[src/rtl/wb_arbiter2.sv]
// wb_arbiter2: two-master, one-slave Wishbone arbiter.
//   Port 0 is instruction fetch and port 1 is the mem stage. A grant is held for the
//   owner's whole bus cycle (cyc high). Strobes raised while a port is not granted are
//   latched in a pend flag and forwarded once the port owns the bus. A starvation
//   counter forces port 0 to win arbitration after it has waited STARVE_MAX cycles.
// Parameters:
//   AW, DW      address / data width (byte selects are DW/8 wide)
//   RR          0 = fixed priority (port 1 wins ties), 1 = round-robin (last-granted loses ties)
//   STARVE_MAX  wait cycles of port 0 before it is forced to win
// Ports:
//   clk_i, rst_i                  clock, asynchronous active-high reset
//   mN_cyc_i/stb_i/we_i/sel_i/adr_i/dat_i   master N request (N = 0,1)
//   mN_ack_o, mN_dat_o, mN_gnt_o  ack, read data and grant back to master N
//   s_cyc_o/stb_o/we_o/sel_o/adr_o/dat_o    request forwarded to the slave
//   s_dat_i, s_ack_i              slave response
//   state_o                       arbiter state (0 idle, 1 port 0 owns, 2 port 1 owns)
// Handshake: a slave transfer is presented while s_cyc_o & s_stb_o; the slave answers
//   with a one-cycle s_ack_i, which is routed to the current owner only if that owner
//   still holds cyc. Acks arriving in idle or after an abort are dropped.
module wb_arbiter2 #(
  parameter int AW         = 32,
  parameter int DW         = 32,
  parameter int RR         = 0,
  parameter int STARVE_MAX = 8
) (
  input  logic            clk_i,
  input  logic            rst_i,
  input  logic            m0_cyc_i,
  input  logic            m0_stb_i,
  input  logic            m0_we_i,
  input  logic [DW/8-1:0] m0_sel_i,
  input  logic [AW-1:0]   m0_adr_i,
  input  logic [DW-1:0]   m0_dat_i,
  output logic            m0_ack_o,
  output logic [DW-1:0]   m0_dat_o,
  output logic            m0_gnt_o,
  input  logic            m1_cyc_i,
  input  logic            m1_stb_i,
  input  logic            m1_we_i,
  input  logic [DW/8-1:0] m1_sel_i,
  input  logic [AW-1:0]   m1_adr_i,
  input  logic [DW-1:0]   m1_dat_i,
  output logic            m1_ack_o,
  output logic [DW-1:0]   m1_dat_o,
  output logic            m1_gnt_o,
  output logic            s_cyc_o,
  output logic            s_stb_o,
  output logic            s_we_o,
  output logic [DW/8-1:0] s_sel_o,
  output logic [AW-1:0]   s_adr_o,
  output logic [DW-1:0]   s_dat_o,
  input  logic [DW-1:0]   s_dat_i,
  input  logic            s_ack_i,
  output logic [1:0]      state_o
);

  localparam int CW = $clog2(STARVE_MAX + 1);

  typedef enum logic [1:0] {
    S_IDLE = 2'd0,
    S_GNT0 = 2'd1,
    S_GNT1 = 2'd2
  } state_t;

  state_t        state;
  logic          pend0, pend1;
  logic          last_gnt;      // 1 when port 1 was granted most recently
  logic [CW-1:0] starve_cnt;

  logic starved, win1, arb, win0_now, lost0_now, fwd0, fwd1;

  // Winner of the arbitration that happens in S_IDLE. A lone requester always wins;
  // on a tie the starvation override beats the priority rule.
  always_comb begin
    starved = (starve_cnt == CW'(STARVE_MAX));
    if (!m0_cyc_i)      win1 = 1'b1;
    else if (!m1_cyc_i) win1 = 1'b0;
    else if (starved)   win1 = 1'b0;
    else if (RR == 0)   win1 = 1'b1;
    else                win1 = ~last_gnt;
  end

  assign arb       = (state == S_IDLE) && (m0_cyc_i || m1_cyc_i);
  assign win0_now  = arb && !win1;
  assign lost0_now = arb && m0_cyc_i && win1;

  assign m0_gnt_o = (state == S_GNT0);
  assign m1_gnt_o = (state == S_GNT1);
  assign state_o  = state;

  // A strobe counts as forwarded in any cycle its owner presents it to the slave.
  assign fwd0 = m0_gnt_o && (m0_stb_i || pend0);
  assign fwd1 = m1_gnt_o && (m1_stb_i || pend1);

  assign m0_ack_o = s_ack_i & m0_gnt_o & m0_cyc_i;
  assign m1_ack_o = s_ack_i & m1_gnt_o & m1_cyc_i;
  assign m0_dat_o = s_dat_i;
  assign m1_dat_o = s_dat_i;

  always_comb begin
    s_cyc_o = 1'b0;
    s_stb_o = 1'b0;
    s_we_o  = 1'b0;
    s_sel_o = '0;
    s_adr_o = '0;
    s_dat_o = '0;
    if (m0_gnt_o) begin
      s_cyc_o = m0_cyc_i;
      s_stb_o = m0_stb_i | pend0;
      s_we_o  = m0_we_i;
      s_sel_o = m0_sel_i;
      s_adr_o = m0_adr_i;
      s_dat_o = m0_dat_i;
    end else if (m1_gnt_o) begin
      s_cyc_o = m1_cyc_i;
      s_stb_o = m1_stb_i | pend1;
      s_we_o  = m1_we_i;
      s_sel_o = m1_sel_i;
      s_adr_o = m1_adr_i;
      s_dat_o = m1_dat_i;
    end
  end

  always_ff @(posedge clk_i or posedge rst_i) begin
    if (rst_i) begin
      state      <= S_IDLE;
      pend0      <= 1'b0;
      pend1      <= 1'b0;
      last_gnt   <= 1'b0;
      starve_cnt <= '0;
    end else begin
      // Owner keeps the bus until it drops cyc; every hand-over passes through S_IDLE.
      case (state)
        S_IDLE: begin
          if (arb) begin
            state    <= win1 ? S_GNT1 : S_GNT0;
            last_gnt <= win1;
          end
        end
        S_GNT0:  if (!m0_cyc_i) state <= S_IDLE;
        S_GNT1:  if (!m1_cyc_i) state <= S_IDLE;
        default: state <= S_IDLE;
      endcase

      if (!m0_cyc_i || fwd0)            pend0 <= 1'b0;
      else if (m0_stb_i && !m0_gnt_o)   pend0 <= 1'b1;

      if (!m1_cyc_i || fwd1)            pend1 <= 1'b0;
      else if (m1_stb_i && !m1_gnt_o)   pend1 <= 1'b1;

      // Counts cycles port 0 waits behind port 1, saturating at STARVE_MAX.
      if (!m0_cyc_i || m0_gnt_o || win0_now)
        starve_cnt <= '0;
      else if ((m1_gnt_o || lost0_now) && !starved)
        starve_cnt <= starve_cnt + CW'(1);
    end
  end

endmodule
[config.mk]
export PLATFORM = sky130hd
export DESIGN_NAME = wb_arbiter2
export DESIGN_NICKNAME = d
export VERILOG_FILES = /design/src/rtl/wb_arbiter2.sv
export SDC_FILE = /design/constraint.sdc
export NUM_CORES = 1
export LEC_CHECK = 0
export BUFFER_PORTS_ARGS = -buffer_cell sky130_fd_sc_hd__buf_2
export CAP_MARGIN = 20
export CORE_AREA = 2 2 122 124
export CTS_CLUSTER_SIZE = 8
export DETAILED_ROUTE_END_ITERATION = 10
export DIE_AREA = 0 0 124 126
export PLACE_DENSITY = 0.51
export SLEW_MARGIN = 30
export SYNTH_ARGS = -nofsm -noshare
export SYNTH_HDL_FRONTEND = slang
export SYNTH_SLANG_ARGS = --single-unit
[constraint.sdc]
create_clock -name clk_i -period 2.8 [get_ports clk_i]
set_input_delay 0.56 -clock clk_i [delete_from_list [all_inputs] [get_ports clk_i]]
set_output_delay 0.56 -clock clk_i [all_outputs]
set_load 0.02 [all_outputs]
* After elaboration in Yosys (flattened, before gate mapping)
Cells that the tools add are included.
** Word-level totals
- Register bits :: 8
- Output and inout bits :: 141
- Memories :: 0
- Latch bits :: 0
- Input port bits :: 177
- Memory bits (read-only) :: 0
- RAM bits :: 0
** Cells by class
- Bitwise operators :: 6
- Multiplexer cells :: 26
- Div/mod/pow operators :: 0
- Shift-type cells :: 0
- Reduce and logical (&&, ||, !) cells :: 28
- Add/sub/neg operators :: 1
- $mul :: 0
- Equality and inequality tests :: 6
- Magnitude comparators :: 0
** Operators by type and width (count)
- 2-to-1 mux 32 bit :: 4
- 2-to-1 mux 4 bit :: 4
- 2-to-1 mux 1 bit :: 13
- logical AND 1 bit :: 9
- logical OR 1 bit :: 8
- 2-to-1 mux 2 bit :: 4
- logical NOT 1 bit :: 6
- inequality test 2 bit (second input constant) :: 3
- one-hot mux 2 bit (3 select lines) :: 1
- nonzero test 2 bit :: 3
- adder 4 x 1 -> 4 bit (second input constant) :: 1
- AND 1 bit :: 4
- == test 4 bit (second input constant) :: 1
- AND reduction 3 bit :: 1
- == test 2 x 1 -> 1 bit (second input constant) :: 1
- == test 2 bit (second input constant) :: 1
- logical NOT 2 bit :: 1
- OR 1 bit :: 2

* Longest topological paths before layout
- Depth in word-level cells :: 9
- Mapped depth :: 6

* Least setup slack after synthesis
Ideal clock, no wire load.
- Path type :: register to output
- From :: reg state[0] (netlist: state_o[0])
- To :: out s_stb_o
- Data arrival time :: 1.526 ns
- Cell stages (with the launch flop) :: 6
- Path slack :: 0.714 ns
- Required time :: 2.240 ns
- Path buffers :: 2
- Cells stage by stage :: dfrtp_1 -> buf_2 -> nor2b_1 -> clkbuf_1 -> o21ai_0 -> nand2_1
** RTL lines
- from (decl) :: RTL line 65 : state_t state;
- from (signal assigned) :: RTL line 136 : state <= win1 ? S_GNT1 : S_GNT0;
- == test 2 x 1 -> 1 bit :: RTL line 87 : assign m0_gnt_o = (state == S_GNT0);
- named net m0_gnt_o :: RTL line 36 : output logic m0_gnt_o,
- 2-to-1 mux 1 bit :: RTL line 107 : if (m0_gnt_o) begin
- to (decl) :: RTL line 47 : output logic s_stb_o,
The timed path passes the listed nets, and every way through them passes these cells.

* Final worst setup path
- From :: reg state[0] (netlist: state_o[0])
- To :: out s_dat_o[21]
** On the way
- Longest elaborated chain between the ends :: 3
** RTL lines
- == test 2 bit :: RTL line 88 : assign m1_gnt_o = (state == S_GNT1);
- 2-to-1 mux 32 bit :: RTL line 114 : end else if (m1_gnt_o) begin
- 2-to-1 mux 32 bit * :: RTL line 107
- to (decl) :: RTL line 51 : output logic [DW-1:0] s_dat_o,
Every way passes the cells marked *; elsewhere a longest branch is shown, timed or not.

==> flow_summary.toml <==
[clock_tree]
post_cts_buffers = 0
clk_pin_slew_ns = 0.04
clock-sinks = 8
ctsRootBufferMaster = "clkbuf_16"
clock_latency_ns = 0.23
cts-buffers-inserted = 3
tritoncts = "yes"
cts_buffer_depth = 2
hold_buffers = 0
post_cts.resized_instances = 0
cts_htree_levels = 1

[yosys]
ys_seq_area_frac = 0.123
synthDominantCellAreaShare = 0.371
synth.most_common_cell = "a22o_1"
syn_area_mm2 = 0.00163
async_flop_share = 1.00
synth_edf_count = 0
synth.avg_cell_area_um2 = 8.14
ys.flop_type = "dfrtp_1"
synth_top_cell_by_area = "a22o_1"
ys_ff_latch = 8
syn_nets = 379
synthTopCellsByArea = "a22o_1, buf_4, dfrtp_1, buf_2, clkbuf_1"
syn_inst = 200
synthTopCellsByCount = "a22o_1, buf_4, clkbuf_1"
yosys.cell_types.count = 24
synth_warnings = 0

[run_status]
outcome = "finished, final reports clean"

[floorplan]
die-area_mm2 = 0.0156
initial_core_util = 0.114
die_h_um = 126
io_pins = 318
row_count = 44
die_w_um = 124
coreArea_mm2 = 0.0143

[routing]
post_drt_wl_per_cell_um = 15.3
viasPerCell = 4.05
firstDrtPassIters = 4
final_antenna_net_count = 0
drtIter0Drc = 52
wl_um = 8120
vias = 2144
drcViolationCount = 0

[critical_path]
worstReg2RegStart = "starve_cnt[0]"
arrival_ns = 1.83
cpPeakStageDelay_ns = 0.54
crit_cells = 4
endpoint = "s_dat_o[21]"
start_kind = "register"
cpMaxStageDelayCell = "dfrtp_1"
path_delay_family = "buffers and inverters"
path_cells = "nor2b_4 -> buf_4 -> a22o_1 -> buf_2"
path_class = "reg -> out"
r2r-end = "starve_cnt[1]"
r2r_slack_ns = 1.14
worst-path-max-fanout = 41
cp.required_ns = 2.24
crit_path_start = "state_o[0]"
path_buf_inv = 2
critPathCaptureType = "output port"
rr_worst_depth = 5

[power_and_ir_drop]
swShare = 0.396
p_per_area_mw_per_mm2 = 337
p_switching_mw = 0.336
leakagePower_nw = 1.47
power_frac_clock = 0.282
pwr-share-seq = 0.154
internal-power_mw = 0.513
report.power.total_mw = 0.850
combinationalPowerShare = 0.565
ir_drop_mv = 0.197

[timing]
hold_violations = 0
rsz0062_at_grt = "no"
finalWorstPathRequiredPeriod_ns = 2.39
fmax_mhz = 418
tightest_slew_ns = 0.525
tns_ns = 0
finalSetupViolCount = 0
finalMaxSlewViolations = 0
slew_headroom = 0.650
skew_ns = 0.00177
finalCritPeriodShare = 0.854

[cells_and_area]
syn_to_final_growth_pct = 54.7
nets = 527
final-instance-count-excl-fill = 530
antenna_cells = 0
drive_gt1_frac = 0.668
finish.utilization = 0.176

[grt]
grt_max_degree = 42
overflow = 0
grt_pass1_vias = 1984
grt_antenna_before_repair = 0
track_usage = 0.0895
grt_pass1_wl_um = 10600

[flow_run]
cap_viol_max_count = 0

[min_path]
hold_class = "in -> async"

[placed_design]
hpwl_um = 6820
gp_congestion = 0.779
dp_cells = 527
portBuffers = 221
-- registers in the layout, indices dropped and copies added (netlist names) --
name,flops
starve_cnt,4
pend1,1
state_o,2
pend0,1
-- worst min-delay path by stage --
stage / endpoint / from / slack [ns]
floorplan: pend0 / rst_i / 0.38
global placement: pend1 / pend1 / 0.52
detailed placement: pend0 / rst_i / 0.52
global route: starve_cnt[2] / rst_i / 0.30
CTS: starve_cnt[2] / rst_i / 0.28
finish: starve_cnt[2] / rst_i / 0.27
-- routing by layer --
metal  vias to the layer above  wire length (µm)  track usage
met4                         0                86       0.0172
met1                       954              3000        0.101
met3                         9               975       0.0195
li1                        987                 -            -
met2                       194              4050        0.170
met5                         -                 0            0
-- per-stage QoR --
stage               hold WS, ns  worst slack, ns  cell area (µm²)
CTS                       0.281            0.388             2520
floorplan                 0.376            0.714             1630
finish                    0.268            0.409             2520
global placement          0.523            0.660             2440
detailed placement        0.524            0.657             2440
global route              0.297            0.278             2520
-- power by group through the flow --
stage | Combinational (mW) | Sequential, mW | Clock [mW]
finish | 0.480 | 0.131 | 0.239
global route | 0.518 | 0.132 | 0.251
CTS | 0.486 | 0.131 | 0.243
detailed placement | 0.483 | 0.132 | 0
global placement | 0.488 | 0.132 | 0
floorplan | 0.391 | 0.130 | 0
-- cells in the final DEF (no fill, tap or decap) --
master,synthesis,layout
a22o_1,69,69
o31ai_1,3,3
and3b_1,1,1
dfrtp_1,8,8
nand3_1,1,1
inv_1,5,5
nor2b_4,0,2
nor2_1,2,2
a21oi_1,5,5
ha_1,2,2
or4b_1,1,1
buf_4,64,4
o21ai_0,6,6
nand2_1,2,2
nand2b_1,2,2
o211a_1,1,1
buf_2,8,221
a31oi_1,1,1
a211o_1,1,1
or4_1,3,3
and4bb_2,1,1
and3_1,2,2
clkbuf_16,0,3
-- logic make-up (layout without fill, tap and decap cells) --
group                      after synthesis  in the layout  share of synthesized area
buffers and inverters                   87            233                      0.359
AOI/OAI and AO/OA                       86             86                      0.434
and+or+nand+nor                         17             17                     0.0684
DFF                                      8              8                      0.123
adders and majority gates                2              2                     0.0154
-- area by class of cell --
cell class	count	area, µm²
flip-flops and latches	8	200
inverters	5	18.8
multi-input cells	105	858
clock buffers	3	75.1
repair buffers	225	1140
well taps	184	230
fillers	1642	11800
-- worst reg2reg max path: cells and delay by family, from the launching register on --
kind | cells | cell delay [ns]
AOI/OAI and AO/OA | 1 | 0.13
DFF | 1 | 0.41
buffers and inverters | 1 | 0.06
adders and majority gates | 1 | 0.21
and+or+nand+nor | 2 | 0.78
(Power assumes the default switching activity.)
